File: config.mk
export PLATFORM = sky130hd
export DESIGN_NAME = traffic_light_sequencer
export DESIGN_NICKNAME = d
export VERILOG_FILES = /design/src/rtl/traffic_pkg.sv /design/src/rtl/phase_timer.sv /design/src/rtl/traffic_light_sequencer.sv
export SDC_FILE = /design/constraint.sdc
export NUM_CORES = 1
export LEC_CHECK = 0
export ABC_AREA = 0
export CORE_MARGIN = 3
export CORE_UTILIZATION = 45
export CTS_CLUSTER_SIZE = 24
export DETAILED_ROUTE_END_ITERATION = 8
export DONT_BUFFER_PORTS = 1
export GPL_ROUTABILITY_DRIVEN = 0
export MAX_ROUTING_LAYER = met4
export SETUP_SLACK_MARGIN = 0.05
export SYNTH_ARGS = -nofsm -noshare
export SYNTH_HDL_FRONTEND = slang
export SYNTH_SLANG_ARGS = --single-unit
File: constraint.sdc
create_clock -name clk -period 2.6 [get_ports clk]
set_clock_uncertainty 0.2 [all_clocks]
set_input_delay 0.39 -clock clk [delete_from_list [all_inputs] [get_ports clk]]
set_output_delay 0.39 -clock clk [all_outputs]
set_load 0.01 [all_outputs]
File: src/rtl/traffic_pkg.sv
// Shared definitions for the highway / farm-road intersection sequencer.
//   - State encodings HG/HY/FG/FY (2-bit, kept as plain localparams so the
//     encoding stays fixed for anything that decodes the raw state).
//   - Signal-head light codes RED/YELLOW/GREEN.
//   - heads_for_state(): Moore decode of state to both signal heads.
package traffic_pkg;

    localparam logic [1:0] HG = 2'd0;   // highway green
    localparam logic [1:0] HY = 2'd1;   // highway yellow
    localparam logic [1:0] FG = 2'd2;   // farm green
    localparam logic [1:0] FY = 2'd3;   // farm yellow

    localparam logic [1:0] RED    = 2'b00;
    localparam logic [1:0] YELLOW = 2'b01;
    localparam logic [1:0] GREEN  = 2'b10;

    typedef struct packed {
        logic [1:0] hwy;
        logic [1:0] farm;
    } heads_t;

    function automatic heads_t heads_for_state(input logic [1:0] st);
        heads_t h;
        h = '{hwy: GREEN, farm: RED};
        case (st)
            HG:      h = '{hwy: GREEN,  farm: RED};
            HY:      h = '{hwy: YELLOW, farm: RED};
            FG:      h = '{hwy: RED,    farm: GREEN};
            FY:      h = '{hwy: RED,    farm: YELLOW};
            default: h = '{hwy: GREEN,  farm: RED};
        endcase
        return h;
    endfunction

endpackage

File: src/rtl/phase_timer.sv
// Reloadable saturating down-counter that times each light phase.
// Ports:
//   clk       rising-edge clock
//   reset     synchronous active-high reset, count returns to RST_VAL
//   load      reload count with load_val this edge (has priority)
//   load_val  reload value (phase length minus one)
//   count     current count (cycles remaining in the phase)
//   zero      high while count == 0, i.e. the last cycle of the phase
module phase_timer #(
    parameter int N = 11,
    parameter logic [N-1:0] RST_VAL = '0
) (
    input  logic         clk,
    input  logic         reset,
    input  logic         load,
    input  logic [N-1:0] load_val,
    output logic [N-1:0] count,
    output logic         zero
);

    logic [N-1:0] count_q;
    logic [N-1:0] count_d;

    // Count holds at zero rather than wrapping, so a phase with no exit
    // condition (highway green with no demand) simply parks at zero.
    always_comb begin
        count_d = count_q;
        if (load) begin
            count_d = load_val;
        end else if (count_q != '0) begin
            count_d = count_q - 1'b1;
        end
    end

    always_ff @(posedge clk) begin
        if (reset) begin
            count_q <= RST_VAL;
        end else begin
            count_q <= count_d;
        end
    end

    assign count = count_q;
    assign zero  = (count_q == '0);

endmodule

File: src/rtl/traffic_light_sequencer.sv
// Highway / farm-road intersection sequencer.
// Ports:
//   clk         rising-edge clock
//   reset       synchronous active-high reset
//   car         farm-road vehicle present (level)
//   ped_req     pedestrian button, latched until served
//   hwy_light   highway head (00 red, 01 yellow, 10 green)
//   farm_light  farm head, same encoding
//   walk        pedestrian WALK lamp (farm green with a served request)
//   Timing      cycles remaining in the current phase
//   phase_done  high in the last cycle of the current phase
module traffic_light_sequencer
    import traffic_pkg::*;
#(
    parameter int N       = 11,
    parameter int T_SHORT = 3,
    parameter int T_LONG  = 7
) (
    input  logic         clk,
    input  logic         reset,
    input  logic         car,
    input  logic         ped_req,
    output logic [1:0]   hwy_light,
    output logic [1:0]   farm_light,
    output logic         walk,
    output logic [N-1:0] Timing,
    output logic         phase_done
);

    localparam logic [N-1:0] LONG_RELOAD  = N'(T_LONG - 1);
    localparam logic [N-1:0] SHORT_RELOAD = N'(T_SHORT - 1);

    logic [1:0]   state_q, state_d;
    logic         ped_pending_q, ped_pending_d;
    logic         walk_served_q, walk_served_d;
    logic         timer_load;
    logic [N-1:0] timer_load_val;
    logic [N-1:0] timer_count;
    logic         timer_zero;
    logic         serve_edge;
    heads_t       heads;

    always_comb begin
        state_d = state_q;
        case (state_q)
            HG: if (timer_zero && (car || ped_pending_q)) state_d = HY;
            HY: if (timer_zero) state_d = FG;
            // Gap-out: with no car waiting and no walk being served the
            // farm green is cut short on the very next edge.
            FG: if (timer_zero || (!car && !walk_served_q)) state_d = FY;
            FY: if (timer_zero) state_d = HG;
            default: state_d = HG;
        endcase
    end

    // Any state change restarts the timer with the new phase's length.
    assign timer_load     = (state_d != state_q);
    assign timer_load_val = (state_d == HY || state_d == FY) ? SHORT_RELOAD : LONG_RELOAD;

    // Entering farm green hands the pending request over to the walk
    // flag; a button press landing on that same edge is absorbed.
    assign serve_edge = (state_q == HY) && (state_d == FG);

    always_comb begin
        ped_pending_d = ped_pending_q | ped_req;
        walk_served_d = walk_served_q;
        if (serve_edge) begin
            ped_pending_d = 1'b0;
            walk_served_d = ped_pending_q;
        end else if (state_q == FG && state_d != FG) begin
            walk_served_d = 1'b0;
        end
    end

    always_ff @(posedge clk) begin
        if (reset) begin
            state_q       <= HG;
            ped_pending_q <= 1'b0;
            walk_served_q <= 1'b0;
        end else begin
            state_q       <= state_d;
            ped_pending_q <= ped_pending_d;
            walk_served_q <= walk_served_d;
        end
    end

    phase_timer #(
        .N       (N),
        .RST_VAL (LONG_RELOAD)
    ) u_phase_timer (
        .clk      (clk),
        .reset    (reset),
        .load     (timer_load),
        .load_val (timer_load_val),
        .count    (timer_count),
        .zero     (timer_zero)
    );

    assign heads      = heads_for_state(state_q);
    assign hwy_light  = heads.hwy;
    assign farm_light = heads.farm;
    assign walk       = (state_q == FG) && walk_served_q;
    assign Timing     = timer_count;
    assign phase_done = timer_zero;

endmodule

==> results.json <==
{
  "grt_max_degree": 11,
  "overflow": 0,
  "die_w_um": 46.7,
  "yosysSeqAreaShare": 0.402,
  "yosysUniqueCellTypes": 35,
  "ioPinCount": 21,
  "vias_per_cell": 5.91,
  "cts_sinks": 15,
  "nets": 99,
  "grtUsageTotal": 0.167,
  "final_common_cell": "dfxtp_1",
  "area_delta_synth_final_pct": 8.54,
  "hold_viol_final": 0,
  "synth.top_cells.by_area": "dfxtp_1 40%, nor2_1 6.5%, a21oi_1 5.4%, nand2_1 3.0%, nor3b_1 3.0%",
  "rsz0062_at_grt": "no",
  "coreArea_um2": 1540,
  "route.detailed.drc": 0,
  "die_h_um": 46.7,
  "cts.htree.levels": 1,
  "start_util": 0.485,
  "dp_slack_ps": 306,
  "holdWs_ps": 20.5,
  "vdd_ir_drop_max_mv": 0.339,
  "slew_violations": 0,
  "hold-path-cell-count": 1,
  "dp_cells": 104,
  "fmax_ghz": 0.420,
  "setup_violations": 0,
  "r2r_cells": 7,
  "n_antenna_cell": 0,
  "rows": 14,
  "async_flop_share": 0,
  "critPathRequiredTime_ps": 2010,
  "min_from": "reset",
  "finalCriticalPeriod_ps": 2380,
  "tns_ps": 0,
  "whs_endpoint": "u_phase_timer.count[2]",
  "powerDensity_nw_per_um2": 829,
  "arrival_ps": 1790,
  "netlist_instances": 89,
  "fillCellCount": 158,
  "crit-reg2reg-capture": "u_phase_timer.count[5]",
  "dieArea_um2": 2180,
  "path_class": "reg -> out",
  "synth.top_cell.area_share": 0.402,
  "start_kind": "flip-flop",
  "cts_root_buf": "clkbuf_4",
  "endpoint_kind": "output port",
  "synth_area_um2": 747,
  "setup_ws_ps": 217,
  "tightestPinTransition_ps": 424,
  "synth-main-ff-cell": "dfxtp_1",
  "first_iter_violations": 13,
  "place_hpwl_um": 1090,
  "wl_per_cell_um": 14.5,
  "ant_nets": 0,
  "worstHoldPathType": "in -> reg",
  "synth_edf_count": 0,
  "synth.avg_cell_area_um2": 8.39,
  "mostFrequentLayoutCells": "15 x dfxtp_1, 13 x nor2_1, 8 x a21oi_1",
  "clock_latency_ps": 280,
  "cts_buffer_depth": 2,
  "p_leak_uw": 0.000295,
  "timing.rr.start": "u_phase_timer.count[0]",
  "drt_first_pass_iters": 4,
  "clk_pin_slew_worst_paths_ps": 90,
  "reg2reg_slack_ps": 280,
  "yosys_warnings": 0,
  "io_buffers": 0,
  "fin_cells": 109,
  "relSlewSlack": 0.717,
  "synth_fp_nets": 94,
  "maxCapViolations": 0,
  "status": "completed",
  "drive_gt1_frac": 0.129,
  "synth_top_area_cell": "dfxtp_1",
  "numCtsBuffers": 3,
  "grt_pass1_vias": 601,
  "ys_ff_latch": 15,
  "fin_crit_sh": 0.917,
  "vias": 644,
  "cts_tree": "yes",
  "antenna_found_initial": 0,
  "postRouteWirelength_um": 1580,
  "path_max_fanout": 10,
  "grt_pass1_wl_um": 2550,
  "cts_setup_buffers": 0
}
## critical path, stage by stage (launching register included)
cell and delay [ps]:
dfxtp_1 370, inv_1 110, ha_1 210, nor3b_2 350
nand3_1 230, inv_2 250
## power by group
part           internal [µW]  switching, µW
Sequential               268           71.5
Clock                   59.5           72.1
Combinational           98.6            102
## timing repair
item                       CTS  global route
hold buffers                 1             0
setup endpoints to repair    0             1
gates resized for setup      0             1
hold endpoints to repair     3             0
## per-layer routing
metal  share of wire  up-vias  global-route usage
met4          0.0082        0              0.0829
li1                -      325                   -
met5               0        -                   -
met2            0.45       17               0.217
met3           0.057        2              0.0498
met1            0.48      300               0.231
## cell usage after synthesis, drive strengths merged, types with 2 or more instances
library cell,n
nor3,2
nor2,13
and2,4
xnor2,2
clkbuf,2
or4,3
nor3b,3
or3,3
o31ai,2
a21oi,9
mux2i,2
nor2b,2
dfxtp,15
inv,4
o21ai,2
nand2,6
o21a,2
## state kept, by name (all words and copies together) (netlist names)
| register | count |
|---|---|
| state_q | 2 |
| walk_served_q | 1 |
| u_phase_timer.count | 11 |
| ped_pending_q | 1 |
## worst max path at each step
stage / start / slack, ps / end / depth (start not counted)
2_1_floorplan: u_phase_timer.count[0] / 480 / u_phase_timer.count[5] / 7
3_3_place_gp: u_phase_timer.count[0] / 330 / u_phase_timer.count[5] / 7
3_5_place_dp: u_phase_timer.count[0] / 310 / u_phase_timer.count[5] / 7
4_1_cts: u_phase_timer.count[0] / 60 / phase_done / 5
5_1_grt: u_phase_timer.count[0] / 80 / phase_done / 5
6_report: u_phase_timer.count[0] / 220 / phase_done / 5
## layout make-up
class                      instances  area [µm²]  area share
sequential                        15         300       0.370
timing repair buffer               3        25.0      0.0309
inverter                           4        15.0      0.0185
multi-input combinational         67         424       0.523
clock buffer                       4        26.3      0.0324
tap                               16        20.0      0.0247
## through the flow
| stage | cell area (µm²) | util | power, µW |
|---|---|---|---|
| 3_3_place_gp | 769 | 0.499 | 538 |
| 4_1_cts | 806 | 0.523 | 675 |
| 2_1_floorplan | 747 | - | 484 |
| 6_report | 811 | 0.526 | 672 |
| 3_5_place_dp | 769 | 0.499 | 539 |
| 5_1_grt | 811 | 0.526 | 728 |
## cell families after synthesis
family	count (synthesis)	share of synthesized area
mux	2	0.0268
simple gates	40	0.295
buf+inv	7	0.0368
fa+ha+maj	1	0.0167
flops	15	0.402
compound gates	21	0.188
xor+xnor	3	0.0352
No activity file was read; power rests on OpenSTA's default activity.
